`src/rtl/seg_scan_driver.sv`:
```
// seg_scan_driver: time-multiplexes a NUM_DIGITS-wide hex value onto a shared
// nibble bus with active-low digit enables. New values arrive through a
// one-entry pending buffer and are swapped in only at frame boundaries, so a
// frame never mixes old and new digits. Guard gaps keep all digits dark
// before each one is lit, and leading zeros can optionally be blanked.
module seg_scan_driver #(
    parameter int NUM_DIGITS   = 4,
    parameter int DWELL_CYCLES = 50000,
    parameter int GUARD_CYCLES = 2
) (
    input  logic                      clk,
    input  logic                      rst,
    input  logic [4*NUM_DIGITS-1:0]   value_in,
    input  logic                      value_valid,
    output logic                      value_ready,
    input  logic                      blank_lz,
    output logic [3:0]                digit_data,
    output logic [NUM_DIGITS-1:0]     digit_en_n,
    output logic                      frame_done
);

    localparam int DW  = 4 * NUM_DIGITS;
    localparam int SW  = (NUM_DIGITS > 1) ? $clog2(NUM_DIGITS) : 1;
    localparam int TOT = GUARD_CYCLES + DWELL_CYCLES;
    localparam int CW  = (TOT > 1) ? $clog2(TOT) : 1;

    localparam logic [SW-1:0] SLOT_LAST = SW'(NUM_DIGITS - 1);
    localparam logic [CW-1:0] SC_LAST   = CW'(TOT - 1);
    localparam logic [SW-1:0] SLOT_ZERO = {SW{1'b0}};
    localparam logic [CW-1:0] SC_ZERO   = {CW{1'b0}};

    typedef enum logic [0:0] {
        ST_IDLE = 1'b0,
        ST_SCAN = 1'b1
    } state_t;

    // Blank mask for a freshly loaded value: digit k>0 is blanked when it and
    // every more significant nibble are zero. Digit 0 always stays lit.
    function automatic logic [NUM_DIGITS-1:0] lz_mask(
        input logic [DW-1:0] v,
        input logic          blz
    );
        logic [NUM_DIGITS-1:0] m;
        logic                  all_zero;
        m        = {NUM_DIGITS{1'b0}};
        all_zero = 1'b1;
        for (int k = NUM_DIGITS - 1; k >= 0; k--) begin
            all_zero = all_zero && (v[4*k +: 4] == 4'h0);
            m[k]     = blz && all_zero && (k != 0);
        end
        return m;
    endfunction

    state_t                  state_q, state_d;
    logic [SW-1:0]           slot_q, slot_d;
    logic [CW-1:0]           sc_q, sc_d;
    logic [DW-1:0]           disp_q, disp_d;
    logic [NUM_DIGITS-1:0]   blank_q, blank_d;
    logic                    pend_full_q, pend_full_d;
    logic [DW-1:0]           pend_val_q, pend_val_d;
    logic [3:0]              digit_data_q, digit_data_d;
    logic [NUM_DIGITS-1:0]   digit_en_n_q, digit_en_n_d;
    logic                    frame_done_q, frame_done_d;

    logic                    load_s;
    logic                    in_guard_s;
    logic [3:0]              nib_s;
    logic [NUM_DIGITS-1:0]   en_i_s;

    // With no guard time there is never a dark lead-in inside a slot.
    if (GUARD_CYCLES > 0) begin : g_guard
        assign in_guard_s = (sc_q < CW'(GUARD_CYCLES));
    end else begin : g_noguard
        assign in_guard_s = 1'b0;
    end

    // Select the display nibble and the undelayed enable pattern for the current slot.
    always_comb begin
        nib_s  = 4'h0;
        en_i_s = {NUM_DIGITS{1'b1}};
        for (int k = 0; k < NUM_DIGITS; k++) begin
            if (slot_q == SW'(k)) begin
                nib_s     = disp_q[4*k +: 4];
                en_i_s[k] = ~((state_q == ST_SCAN) && !in_guard_s && !blank_q[k]);
            end else begin
                en_i_s[k] = 1'b1;
            end
        end
    end

    // Scan sequencing, frame-boundary load and pending-buffer handshake.
    always_comb begin
        state_d     = state_q;
        slot_d      = slot_q;
        sc_d        = sc_q;
        disp_d      = disp_q;
        blank_d     = blank_q;
        pend_full_d = pend_full_q;
        pend_val_d  = pend_val_q;
        load_s      = 1'b0;

        case (state_q)
            ST_IDLE: begin
                if (pend_full_q) begin
                    load_s  = 1'b1;
                    state_d = ST_SCAN;
                    slot_d  = SLOT_ZERO;
                    sc_d    = SC_ZERO;
                end else begin
                    state_d = ST_IDLE;
                end
            end
            ST_SCAN: begin
                if (sc_q == SC_LAST) begin
                    sc_d = SC_ZERO;
                    if (slot_q == SLOT_LAST) begin
                        slot_d = SLOT_ZERO;
                        load_s = pend_full_q;
                    end else begin
                        slot_d = slot_q + SW'(1);
                    end
                end else begin
                    sc_d = sc_q + CW'(1);
                end
            end
            default: begin
                state_d = ST_IDLE;
                slot_d  = SLOT_ZERO;
                sc_d    = SC_ZERO;
            end
        endcase

        // A load only happens while the buffer is full (ready low), so it can
        // never coincide with an accept.
        if (load_s) begin
            disp_d      = pend_val_q;
            blank_d     = lz_mask(pend_val_q, blank_lz);
            pend_full_d = 1'b0;
        end else if (value_valid && !pend_full_q) begin
            pend_full_d = 1'b1;
            pend_val_d  = value_in;
        end else begin
            pend_full_d = pend_full_q;
        end
    end

    // Output register inputs: nibble latched at slot start, enables delayed one
    // clock to line up with the decoder's registered output, frame_done marking
    // the last cycle of the final slot.
    always_comb begin
        digit_data_d = digit_data_q;
        if ((state_q == ST_SCAN) && (sc_q == SC_ZERO)) begin
            digit_data_d = nib_s;
        end else begin
            digit_data_d = digit_data_q;
        end
        digit_en_n_d = en_i_s;
        frame_done_d = (state_d == ST_SCAN) && (slot_d == SLOT_LAST) && (sc_d == SC_LAST);
    end

    // State and output registers with synchronous reset.
    always_ff @(posedge clk) begin
        if (rst) begin
            state_q      <= ST_IDLE;
            slot_q       <= SLOT_ZERO;
            sc_q         <= SC_ZERO;
            disp_q       <= {DW{1'b0}};
            blank_q      <= {NUM_DIGITS{1'b0}};
            pend_full_q  <= 1'b0;
            pend_val_q   <= {DW{1'b0}};
            digit_data_q <= 4'h0;
            digit_en_n_q <= {NUM_DIGITS{1'b1}};
            frame_done_q <= 1'b0;
        end else begin
            state_q      <= state_d;
            slot_q       <= slot_d;
            sc_q         <= sc_d;
            disp_q       <= disp_d;
            blank_q      <= blank_d;
            pend_full_q  <= pend_full_d;
            pend_val_q   <= pend_val_d;
            digit_data_q <= digit_data_d;
            digit_en_n_q <= digit_en_n_d;
            frame_done_q <= frame_done_d;
        end
    end

    assign value_ready = ~pend_full_q;
    assign digit_data  = digit_data_q;
    assign digit_en_n  = digit_en_n_q;
    assign frame_done  = frame_done_q;

endmodule

```
`config.mk`:
```
export PLATFORM = sky130hd
export DESIGN_NAME = seg_scan_driver
export DESIGN_NICKNAME = d
export VERILOG_FILES = /design/src/rtl/seg_scan_driver.sv
export SDC_FILE = /design/constraint.sdc
export NUM_CORES = 1
export LEC_CHECK = 0
export CAP_MARGIN = 20
export CORE_ASPECT_RATIO = 0.9
export CORE_UTILIZATION = 35
export CTS_CLUSTER_DIAMETER = 60
export DETAILED_ROUTE_END_ITERATION = 10
export GPL_TIMING_DRIVEN = 0
export PLACE_DENSITY = 0.51
export SLEW_MARGIN = 10
export SYNTH_ARGS = -nofsm -noshare
export SYNTH_HDL_FRONTEND = slang
export SYNTH_SLANG_ARGS = --single-unit
```
`constraint.sdc`:
```
create_clock -name clk -period 2.1 [get_ports clk]
set_clock_uncertainty 0.15 [all_clocks]
set_input_delay 0.42 -clock clk [delete_from_list [all_inputs] [get_ports clk]]
set_output_delay 0.42 -clock clk [all_outputs]
set_load 0.03 [all_outputs]
```
# Yosys cells after proc, flatten, opt, wreduce, memory -nomap -nowiden
# Index checks and enable logic that the tools add are counted.
[word_totals]
regBits = 64
in_bits = 20
out_inout_bits = 10
word_cells = 78
[op_classes]
n_addsub = 2
n_lt_le_gt_ge = 1
n_eq_ne = 6
mux = 16
n_bitwise = 11
reduce_logical = 29
[ops]
columns = ["operator", "count"]
rows = [
  ["16-bit == test (second input constant)", 2],
  ["16-bit two-way mux", 2],
  ["16-bit one-hot mux with 2 select lines", 1],
  ["16-bit by 1-bit adder with 16-bit output (second input constant)", 1],
  ["16-bit zero test", 1],
  ["16-bit by 2-bit less-than comparator with 1-bit output (second input constant)", 1],
  ["4-bit two-way mux", 4],
  ["1-bit logical AND", 13],
  ["4-bit zero test", 3],
  ["1-bit NOT", 11],
  ["2-bit OR reduction", 5],
  ["2-bit == test (second input constant)", 3],
  ["2-bit two-way mux", 3],
  ["1-bit zero test", 5],
  ["1-bit two-way mux", 4],
  ["2-bit one-hot mux with 2 select lines", 1],
  ["2-bit by 1-bit adder with 2-bit output (second input constant)", 1],
  ["2-bit by 1-bit == test with 1-bit output (second input constant)", 1],
  ["2-bit zero test", 1],
  ["1-bit one-hot mux with 2 select lines", 1],
  ["2-bit AND reduction", 1],
]

# Longest topological paths before layout
# Gate-level depths: netlist (run 1).
[logic_depth]
depth_word = 7
mapped_depth = 9
ltp_nobuf = 8

# Least setup slack after synthesis (run 1)
# No wires, ideal clock.
[synth_path]
path_kind = "register to register"
from = "reg sc_q[0]"
to = "reg frame_done_q (netlist: frame_done)"
setup_time_ps = 61
arrival_ps = 1914
path_slack_ps = -25
stages_incl_launch_ff = 8
path_cell_list = "dfxtp_1 -> ha_1 -> and2_1 -> a41oi_1 -> a221o_1 -> a2111oi_0 -> nand4_1 -> and4bb_1"
[synth_between]
elab_chain_len = 6
elab_cells_between_ends = 11
classes_between = "add/sub: 1; eq/ne: 3; mux: 5; reduce/logical: 2"
[synth_lines]
columns = ["item", "line_no", "source"]
rows = [
  ["start: declaration", "56", "logic [CW-1:0] sc_q, sc_d;"],
  ["start signal: assignment", "166", "sc_q <= SC_ZERO;"],
  ["start signal: assignment", "177", "sc_q <= sc_d;"],
  ["branches (longest 5 deep; another with 16-bit by 1-bit adder with 16-bit output)", "--", ""],
  ["1-bit logical AND *", "158", "frame_done_d = (state_d == ST_SCAN) && (slot_d == SLOT_LAST) && (sc_d == SC_LAST);"],
  ["end signal: assignment", "184", "frame_done_q <= frame_done_d;"],
  ["end: declaration", "63", "logic frame_done_q, frame_done_d;"],
]
# Every way passes the cells marked *.
# A chain may end at the register's enable or synchronous reset.

# Worst setup path after layout (run 1)
# Same ends and word-level chain as after synthesis.

==> flow_metrics.env, run 1 <==
export IMPL_combinationalPowerShare_pct=10.9
export IMPL_grt_busiest_layer="met1"
export IMPL_post_synth_num_cell_types=51
export IMPL_num_rows=31
export IMPL_power_switching_uw=693
export IMPL_period_minus_slack_ps=2200
export IMPL_cp_data_required_time_ps=2230
export IMPL_synthMostInstantiatedCell="dfxtp_1"
export IMPL_die_area_sq_um=8940
export IMPL_syn_area_per_cell_sq_um=8.33
export IMPL_sw_frac_of_total_pct=24.2
export IMPL_routed_wl_mm=7.89
export IMPL_io_pins=30
export IMPL_fmax_mhz=455
export IMPL_wl_per_cell_um=15.0
export IMPL_worst_slack_ps=-97.2
export IMPL_timing_hold_ws_ps=297
export IMPL_path_class="flip-flop to flip-flop"
export IMPL_core_area_sq_um=8180
export IMPL_synth_top_cell_by_area="dfxtp_1"
export IMPL_placed_cell_area_sq_um=3430
export IMPL_synth_edf_count=0
export IMPL_dp_hpwl_mm=5.47
export IMPL_worstHoldPathCells=1
export IMPL_worstHoldStart="blank_q[2]$_SDFFE_PP0P_"
export IMPL_antenna_left=0
export IMPL_ys_seq_area_share_pct=42.7
export IMPL_slew_violations=0
export IMPL_synth_area_leaders="dfxtp_1 43%, mux2i_1 7.3%, nand2_1 7.0%, a21oi_1 6.0%, nor2_1 5.6%"
export IMPL_p_seq_share_pct=44.7
export IMPL_port_buffers=28
export IMPL_use_met2_pct=26.5
export IMPL_violations="negative setup slack"
export IMPL_hold_viol_final=0
export IMPL_yosysTopAreaCellShare_pct=42.7
export IMPL_viasPerCell=4.99
export IMPL_diodes=0
export IMPL_hp_class="flip-flop to flip-flop"
export IMPL_power_density_nw_per_um2=733
export IMPL_grt_pass1_vias=2439
export IMPL_synthTopCellsByCount="64 x dfxtp_1, 56 x nand2_1, 45 x nor2_1"
export IMPL_tightestPinTransition_ps=557
export IMPL_cts_sinks=64
export IMPL_drc=0
export IMPL_ctsHtreeMaxLevel=3
export IMPL_power_internal_mw=2.17
export IMPL_clkPwrFrac_pct=44.4
export IMPL_rsz0062_at_grt="true"
export IMPL_die_w_um=99.6
export IMPL_synth_flop_cell="dfxtp_1"
export IMPL_clock_path_buffers=2
export IMPL_grt_usage_pct=18.9
export IMPL_grt_max_degree=12
export IMPL_grtUsageMet3_pct=3.73
export IMPL_grt_pass1_wl_mm=12.9
export IMPL_design_area_sq_um=3910
export IMPL_p_total_mw=2.86
export IMPL_regToRegStartpoint="sc_q[0]$_SDFF_PP0_"
export IMPL_drt_initial_drc_count=145
export IMPL_clk_pin_slew_ps=70
export IMPL_yosysWarnings=0
export IMPL_synthCells=360
export IMPL_worstPathMaxFanout=7
export IMPL_vias=2630
export IMPL_drt_pass1_iterations=4
export IMPL_netlist_area_sq_um=3000
export IMPL_start_util_pct=36.6
export IMPL_outcome="finished, violations left"
export IMPL_die_height_um=89.8
export IMPL_area_growth_pct=30.4
export IMPL_synth_seq_cells=64
export IMPL_reg2reg_depth=7
export IMPL_nets=434
export IMPL_grt_antenna_before_repair=0
export IMPL_endpoint_kind="flip-flop"
export IMPL_place_congestion=0.837
export IMPL_max_vdd_ir_drop_uv=353
export IMPL_cp_arrival_ps=2330
export IMPL_leakagePower_nw=1.38
export IMPL_finalCritPeriodShare_pct=105
export IMPL_crit_start="sc_q[0]$_SDFF_PP0_"
export IMPL_grt_overflow=0
export IMPL_drv_cap=0
export IMPL_setup_violations=8
export IMPL_cts_root_buffer="clkbuf_8"
export IMPL_clk_latency_ps=350
export IMPL_hold_buffers=0
export IMPL_crit_path_start_kind="flip-flop"
export IMPL_fill_cells=832
export IMPL_grt_met1_usage_pct=28.6
export IMPL_fin_cells=527
export IMPL_dp_cells=503
export IMPL_fin_util_pct=47.8
export IMPL_final_layout_size_suffix_gt1_share_pct=15.3
export IMPL_numCtsBuffers=9
export IMPL_cts_tree="done"
export IMPL_async_flop_share_pct=0
export IMPL_slew_headroom_pct=62.8
export IMPL_syn_nets=387
## power groups by stage
stage | combinational (mW) | clock (mW) | sequential (mW)
floorplan | 0.171 | 0 | 1.30
detailed placement | 0.267 | 0 | 1.31
CTS | 0.295 | 1.30 | 1.28
global placement | 0.265 | 0 | 1.31
finish | 0.312 | 1.27 | 1.28
global route | 0.341 | 1.36 | 1.28
## state kept, by name, indices dropped and copies added (netlist names)
signal and flops:
slot_q 2, pend_full_q 1, digit_data 4, state_q 1
blank_q 3, frame_done 1, pend_val_q 16, sc_q 16
disp_q 16, digit_en_n 4
## kinds of logic after synthesis
kind of cell	share of synthesized area, %
AOI/OAI and AO/OA	14.9
muxes	7.35
xor gates and xnor gates	0.292
DFF	42.7
adders and majority gates	2.92
and+or+nand+nor	26.9
buffers and inverters	4.88
## worst paths after layout
check / slack, ps / end
worst max register to register: -100 / frame_done$_SDFF_PP0_
worst min register to register: 300 / digit_en_n[2]$_SDFF_PP1_
worst min-delay path: 300 / digit_en_n[2]$_SDFF_PP1_
worst max-delay path: -100 / frame_done$_SDFF_PP0_
## repair_timing
item,in CTS,in global routing
gates resized for setup,19,27
gates cloned,1,0
endpoints found under the setup margin,35,38
pin swaps,4,14
buffers inserted,4,4
## critical path, cell delays in order, from the launching register on
cell	delay, ps
dfxtp_4	400
inv_2	70
ha_4	250
nor4b_4	280
o2111ai_2	190
a2111oi_4	360
nand4_1	150
and4bb_1	290
## layer usage
layer | vias up | wire length (um)
met2 | 43 | 3330
li1 | 1351 | -
met1 | 1225 | 4150
met4 | 0 | 98
met3 | 11 | 306
met5 | - | 0
## area by class of cell
| cell class | instances | area, sq um | area share [%] |
|---|---|---|---|
| plain buffers | 22 | 123 | 3.14 |
| inverters | 8 | 30.0 | 0.768 |
| multi-input cells | 265 | 1710 | 43.7 |
| flip-flops and latches | 64 | 1290 | 33.1 |
| clock buffers | 10 | 128 | 3.26 |
| well taps | 115 | 144 | 3.68 |
| clock inverters | 6 | 108 | 2.75 |
| repair buffers | 37 | 374 | 9.57 |
## stage by stage
stage	setup TNS, ps	setup slack, ps
after global routing	-2160	-158
after global placement	-5230	-515
after detailed placement	-5460	-478
after floorplan	0	16.2
final	-230	-97.2
after CTS	-120	-120
## cells in the final DEF (no fill, tap or decap), drive strengths merged, types with 3 or more instances in the layout
cell	instances
dfxtp	64
a22oi	5
buf	17
nand3b	13
nor2	45
o21ai	17
bufinv	3
mux2i	22
nand4	4
nor3	7
a21oi	37
nand3	13
clkdlybuf4s50	27
inv	8
clkbuf	24
nand2	56
ha	7
nor4	7
nand2b	3
Power figures use the tool's default switching activity.
==> run 2, diff against run 1 <==
- CORE_MARGIN: unset -> 2
==> flow_metrics.env, run 2 (synthesized netlist as in run 1, its figures left out) <==
export IMPL_endpoint_kind="flip-flop"
export IMPL_power_density_nw_per_um2=663
export IMPL_start_util_pct=35.5
export IMPL_clk_pin_slew_ps=80
export IMPL_ctsHtreeMaxLevel=3
export IMPL_worstHoldStart="blank_q[2]$_SDFFE_PP0P_"
export IMPL_grt_usage_pct=17.4
export IMPL_port_buffers=28
export IMPL_crit_path_start_kind="flip-flop"
export IMPL_place_congestion=0.847
export IMPL_area_growth_pct=33.4
export IMPL_regToRegStartpoint="sc_q[0]$_SDFF_PP0_"
export IMPL_cts_sinks=64
export IMPL_wl_per_cell_um=14.8
export IMPL_grt_pass1_vias=2429
export IMPL_nets=439
export IMPL_final_layout_size_suffix_gt1_share_pct=18.0
export IMPL_clk_latency_ps=350
export IMPL_fin_util_pct=47.3
export IMPL_fmax_mhz=459
export IMPL_drc=0
export IMPL_routed_wl_mm=7.92
export IMPL_slew_headroom_pct=58.6
export IMPL_r2r_end="frame_done$_SDFF_PP0_"
export IMPL_critPathSlowestCell="dfxtp_4"
export IMPL_clock_path_buffers=2
export IMPL_cts_tree="done"
export IMPL_worstHoldPathCells=1
export IMPL_cp_arrival_ps=2310
export IMPL_worstPathMaxFanout=6
export IMPL_max_vdd_ir_drop_uv=318
export IMPL_die_area_sq_um=9320
export IMPL_core_area_sq_um=8450
export IMPL_diodes=0
export IMPL_violations="negative setup slack"
export IMPL_final_cell_mix="55 x nand2_1, 55 x dfxtp_1, 41 x nor2_1, 36 x a21oi_1, 27 x clkdlybuf4s50_1"
export IMPL_max_stage_delay_ps=410
export IMPL_cts_root_buffer="clkbuf_8"
export IMPL_grt_overflow=0
export IMPL_outcome="finished, violations left"
export IMPL_worstHoldEndpoint="digit_en_n[2]$_SDFF_PP1_"
export IMPL_vias=2672
export IMPL_reg2reg_depth=8
export IMPL_die_w_um=102
export IMPL_hold_viol_final=0
export IMPL_timing_hold_ws_ps=296
export IMPL_crit_chain="buf_12 -> ha_4 -> and2_4 -> o211a_1 -> o2111ai_2 -> a2111oi_4 -> nand4_1 -> and4bb_1"
export IMPL_path_class="flip-flop to flip-flop"
export IMPL_dp_cells=507
export IMPL_io_pins=30
export IMPL_r2r_setup_slack_ps=-80
export IMPL_setup_violations=5
export IMPL_num_rows=32
export IMPL_slew_violations=0
export IMPL_drv_cap=0
export IMPL_numCtsBuffers=9
export IMPL_leakagePower_nw=1.42
export IMPL_worst_slack_ps=-77.3
export IMPL_tightestPinTransition_ps=622
export IMPL_hp_class="flip-flop to flip-flop"
export IMPL_drt_pass1_iterations=4
export IMPL_reg_top3="disp_q: 16 flops, pend_val_q: 16 flops, sc_q: 16 flops"
export IMPL_dp_hpwl_mm=5.41
export IMPL_antenna_left=0
export IMPL_cp_data_required_time_ps=2230
export IMPL_viasPerCell=4.99
export IMPL_grt_pass1_wl_mm=12.6
export IMPL_finalCritPeriodShare_pct=104
export IMPL_period_minus_slack_ps=2180
export IMPL_rsz0062_at_grt="true"
export IMPL_grt_max_degree=12
export IMPL_die_height_um=91.8
export IMPL_grt_antenna_before_repair=0
export IMPL_fin_cells=536
export IMPL_drt_initial_drc_count=120
-- run 2: changes by cell type in the layout (fill, tap and decap cells not counted), sizes merged --
| cell | delta |
|---|---|
| buf | +3 |
| bufinv | -2 |
| clkbuf | +2 |
| clkinv | +1 |
| clkinvlp | +1 |
-- run 2: layer usage --
layer,GRT usage [%],wire [um],vias to the layer above
met2,24.0,3290,50
met4,5.07,76,0
met5,0,0,-
li1,-,-,1364
met1,25.9,4240,1252
met3,5.03,316,6
-- run 2: area by class of cell --
| cell class | count | area (sq um) |
|---|---|---|
| Timing Repair Buffer | 42 | 439 |
| Clock inverter | 6 | 60.1 |
| Buffer | 22 | 141 |
| Fill cell | 832 | 4450 |
| Clock buffer | 10 | 128 |
| Multi-Input combinational cell | 265 | 1750 |
| Inverter | 8 | 35.0 |
| Tap cell | 119 | 149 |
| Sequential cell | 64 | 1300 |
-- run 2: critical path, delay by kind of cell, from the launching register on --
kind / cells / cell delay [ps]
AOI/OAI and AO/OA: 3 / 680
adders and majority gates: 1 / 160
buffers and inverters: 1 / 120
DFF: 1 / 410
and+or+nand+nor: 3 / 590
-- run 2: timing repair --
action	in CTS	in global routing
gates cloned	0	2
pin swaps	4	17
endpoints found under the setup margin	31	32
buffers inserted	1	11
hold buffers	0	0
resized for setup	20	39
-- run 2: report_power, final --
part | switching (mW) | leakage, nW | internal [mW]
clock network | 0.498 | 0.0920 | 0.542
registers | 0.0310 | 0.525 | 1.25
logic | 0.178 | 0.803 | 0.157
-- run 2: how the worst max path moves through the flow --
stage | start | end | slack [ps] | cells past startpoint
floorplan | sc_q[1]$_SDFF_PP0_ | frame_done$_SDFF_PP0_ | 20 | 7
global placement | sc_q[1]$_SDFF_PP0_ | frame_done$_SDFF_PP0_ | -490 | 7
detailed placement | sc_q[1]$_SDFF_PP0_ | frame_done$_SDFF_PP0_ | -450 | 7
CTS | sc_q[0]$_SDFF_PP0_ | frame_done$_SDFF_PP0_ | -60 | 7
global route | sc_q[1]$_SDFF_PP0_ | disp_q[7]$_SDFFE_PP0P_ | -120 | 9
finish | sc_q[0]$_SDFF_PP0_ | frame_done$_SDFF_PP0_ | -80 | 8
-- run 2: stage by stage --
stage / TNS (ps) / cell area, sq um / power, mW / worst slack [ps]
finish: -104 / 4000 / 2.65 / -77.3
global route: -1690 / 4000 / 2.76 / -122
CTS: -61.3 / 3700 / 2.63 / -61.3
detailed placement: -4470 / 3430 / 1.57 / -447
global placement: -4230 / 3430 / 1.57 / -488
floorplan: 0 / 3000 / 1.47 / 16.2
==> run 3, diff against run 2 <==
- CORE_UTILIZATION: 35 -> 51
- PLACE_DENSITY: 0.51 -> 0.71
==> flow_metrics.env, run 3 (synthesized netlist as in run 1, its figures left out) <==
export IMPL_crit_path_start_kind="flip-flop"
export IMPL_power_internal_mw=1.93
export IMPL_crit_chain="nand4_4 -> nor3_2 -> nor3b_1 -> o21ai_0 -> a21boi_1 -> and4bb_1"
export IMPL_hold_buffers=0
export IMPL_core_area_sq_um=5690
export IMPL_worstHoldStart="blank_q[1]$_SDFFE_PP0P_"
export IMPL_worst_slack_ps=-92.0
export IMPL_cts_tree="done"
export IMPL_setup_violations=3
export IMPL_p_seq_share_pct=48.7
export IMPL_outcome="finished, violations left"
export IMPL_max_stage_delay_ps=510
export IMPL_diodes=0
export IMPL_period_minus_slack_ps=2190
export IMPL_slew_violations=0
export IMPL_hold_viol_final=0
export IMPL_dp_hpwl_mm=5.08
export IMPL_grt_pass1_wl_mm=12.4
export IMPL_io_pins=30
export IMPL_regToRegStartpoint="sc_q[6]$_SDFF_PP0_"
export IMPL_sw_frac_of_total_pct=26.5
export IMPL_area_growth_pct=28.1
export IMPL_p_total_mw=2.63
export IMPL_grt_usage_pct=24.2
export IMPL_grt_pass1_vias=2526
export IMPL_clock_path_buffers=2
export IMPL_start_util_pct=52.7
export IMPL_combinationalPowerShare_pct=12.0
export IMPL_clk_latency_ps=350
export IMPL_finalCritPeriodShare_pct=104
export IMPL_drv_cap=0
export IMPL_routed_wl_mm=7.64
export IMPL_cp_arrival_ps=2280
export IMPL_antenna_left=0
export IMPL_crit_start="sc_q[6]$_SDFF_PP0_"
export IMPL_drt_pass1_iterations=5
export IMPL_wl_met3_um=531
export IMPL_cp_data_required_time_ps=2190
export IMPL_num_rows=26
export IMPL_met1Wirelength_mm=3.74
export IMPL_violations="negative setup slack"
export IMPL_power_switching_uw=697
export IMPL_leakagePower_nw=1.37
export IMPL_critPathSlowestCell="dfxtp_1"
export IMPL_die_w_um=84.8
export IMPL_drc=0
export IMPL_rsz0062_at_grt="true"
export IMPL_reg_top3="disp_q: 16 flops, pend_val_q: 16 flops, sc_q: 16 flops"
export IMPL_design_area_sq_um=3840
export IMPL_layout_commonest_cell="dfxtp_1"
export IMPL_final_cell_mix="58 x dfxtp_1, 56 x nand2_1, 42 x nor2_1, 36 x a21oi_1, 27 x clkdlybuf4s50_1"
export IMPL_ctsHtreeMaxLevel=3
export IMPL_port_buffers=28
export IMPL_viasPerCell=5.65
export IMPL_slew_headroom_pct=62.1
export IMPL_fill_cells=460
export IMPL_max_vdd_ir_drop_uv=477
export IMPL_nets=436
export IMPL_vias=2737
export IMPL_placed_cell_area_sq_um=3370
export IMPL_place_congestion=0.894
export IMPL_die_height_um=76.7
export IMPL_grt_max_degree=12
export IMPL_die_area_sq_um=6510
export IMPL_worstPathMaxFanout=8
export IMPL_path_delay_family="simple AND/OR/NAND/NOR gates"
export IMPL_fmax_mhz=456
export IMPL_crit_buf_inv=0
export IMPL_cts_root_buffer="clkbuf_8"
export IMPL_power_density_nw_per_um2=684
export IMPL_hp_class="flip-flop to flip-flop"
export IMPL_wl_met2_mm=3.31
export IMPL_wl_per_cell_um=15.8
export IMPL_endpoint_kind="flip-flop"
export IMPL_drt_initial_drc_count=238
export IMPL_tightestPinTransition_ps=568
export IMPL_grt_antenna_before_repair=0
export IMPL_grt_overflow=0
export IMPL_clk_pin_slew_ps=70
export IMPL_highest_layer="met4"
export IMPL_cts_sinks=64
export IMPL_final_layout_size_suffix_gt1_share_pct=15.7
export IMPL_numCtsBuffers=9
export IMPL_path_class="flip-flop to flip-flop"
export IMPL_clkPwrFrac_pct=39.3
run 3: cell count changes in the layout (fill, tap and decap cells not counted), moves of 2 or more:
cell	delta
buf_4	-2
buf_6	-2
clkbuf_16	-2
dfxtp_1	+3
dfxtp_2	-3
inv_2	+2
inv_4	-2
run 3: power by group through the flow:
stage	clock, mW	combinational [mW]	sequential, mW
final	1.03	0.316	1.28
after global routing	1.11	0.343	1.28
after CTS	1.05	0.294	1.28
after detailed placement	0	0.260	1.31
after global placement	0	0.257	1.30
after floorplan	0	0.171	1.30
run 3: final cells by class:
type                    count  area (sq um)  share of cell area, %
multi-input cells         265          1710                   44.6
flip-flops and latches     64          1300                   33.7
repair buffers             38           384                   10.0
plain buffers              23           143                   3.71
clock buffers              10           128                   3.32
well taps                  70          87.6                   2.28
clock inverters             6          60.1                   1.56
inverters                   8          30.0                  0.782
run 3: path summary, 6_finish.rpt:
check | end | slack [ps] | cells past startpoint
max | frame_done$_SDFF_PP0_ | -90 | 6
min | digit_en_n[1]$_SDFF_PP1_ | 300 | 1
max reg2reg | frame_done$_SDFF_PP0_ | -90 | 6
min reg2reg | digit_en_n[1]$_SDFF_PP1_ | 300 | 1
run 3: repair_timing:
item,in CTS,in global routing
pin swaps,4,14
resized for setup,19,28
gates cloned,2,0
setup endpoints to repair,31,36
buffers inserted,3,5
run 3: per-layer routing:
| metal | vias to the layer above | GRT usage, % |
|---|---|---|
| met1 | 1269 | 36.4 |
| met2 | 103 | 34.7 |
| met3 | 8 | 5.81 |
| met5 | - | 0 |
| met4 | 0 | 6.35 |
| li1 | 1357 | - |
run 3: through the flow:
step	TNS (ps)	cells	worst slack, ps	hold slack [ps]	utilization (%)
floorplan	0	360	16.2	266	-
global placement	-2930	458	-442	275	59.2
detailed placement	-4220	458	-403	285	59.2
CTS	-29.4	479	-25.8	309	64.9
global route	-1270	484	-142	317	67.5
finish	-137	484	-92.0	302	67.5
run 3: worst register-to-register path, stage by stage, from the launching register on:
cell	delay [ps]
dfxtp_1	510
nand4_4	230
nor3_2	300
nor3b_1	290
o21ai_0	120
a21boi_1	260
and4bb_1	220
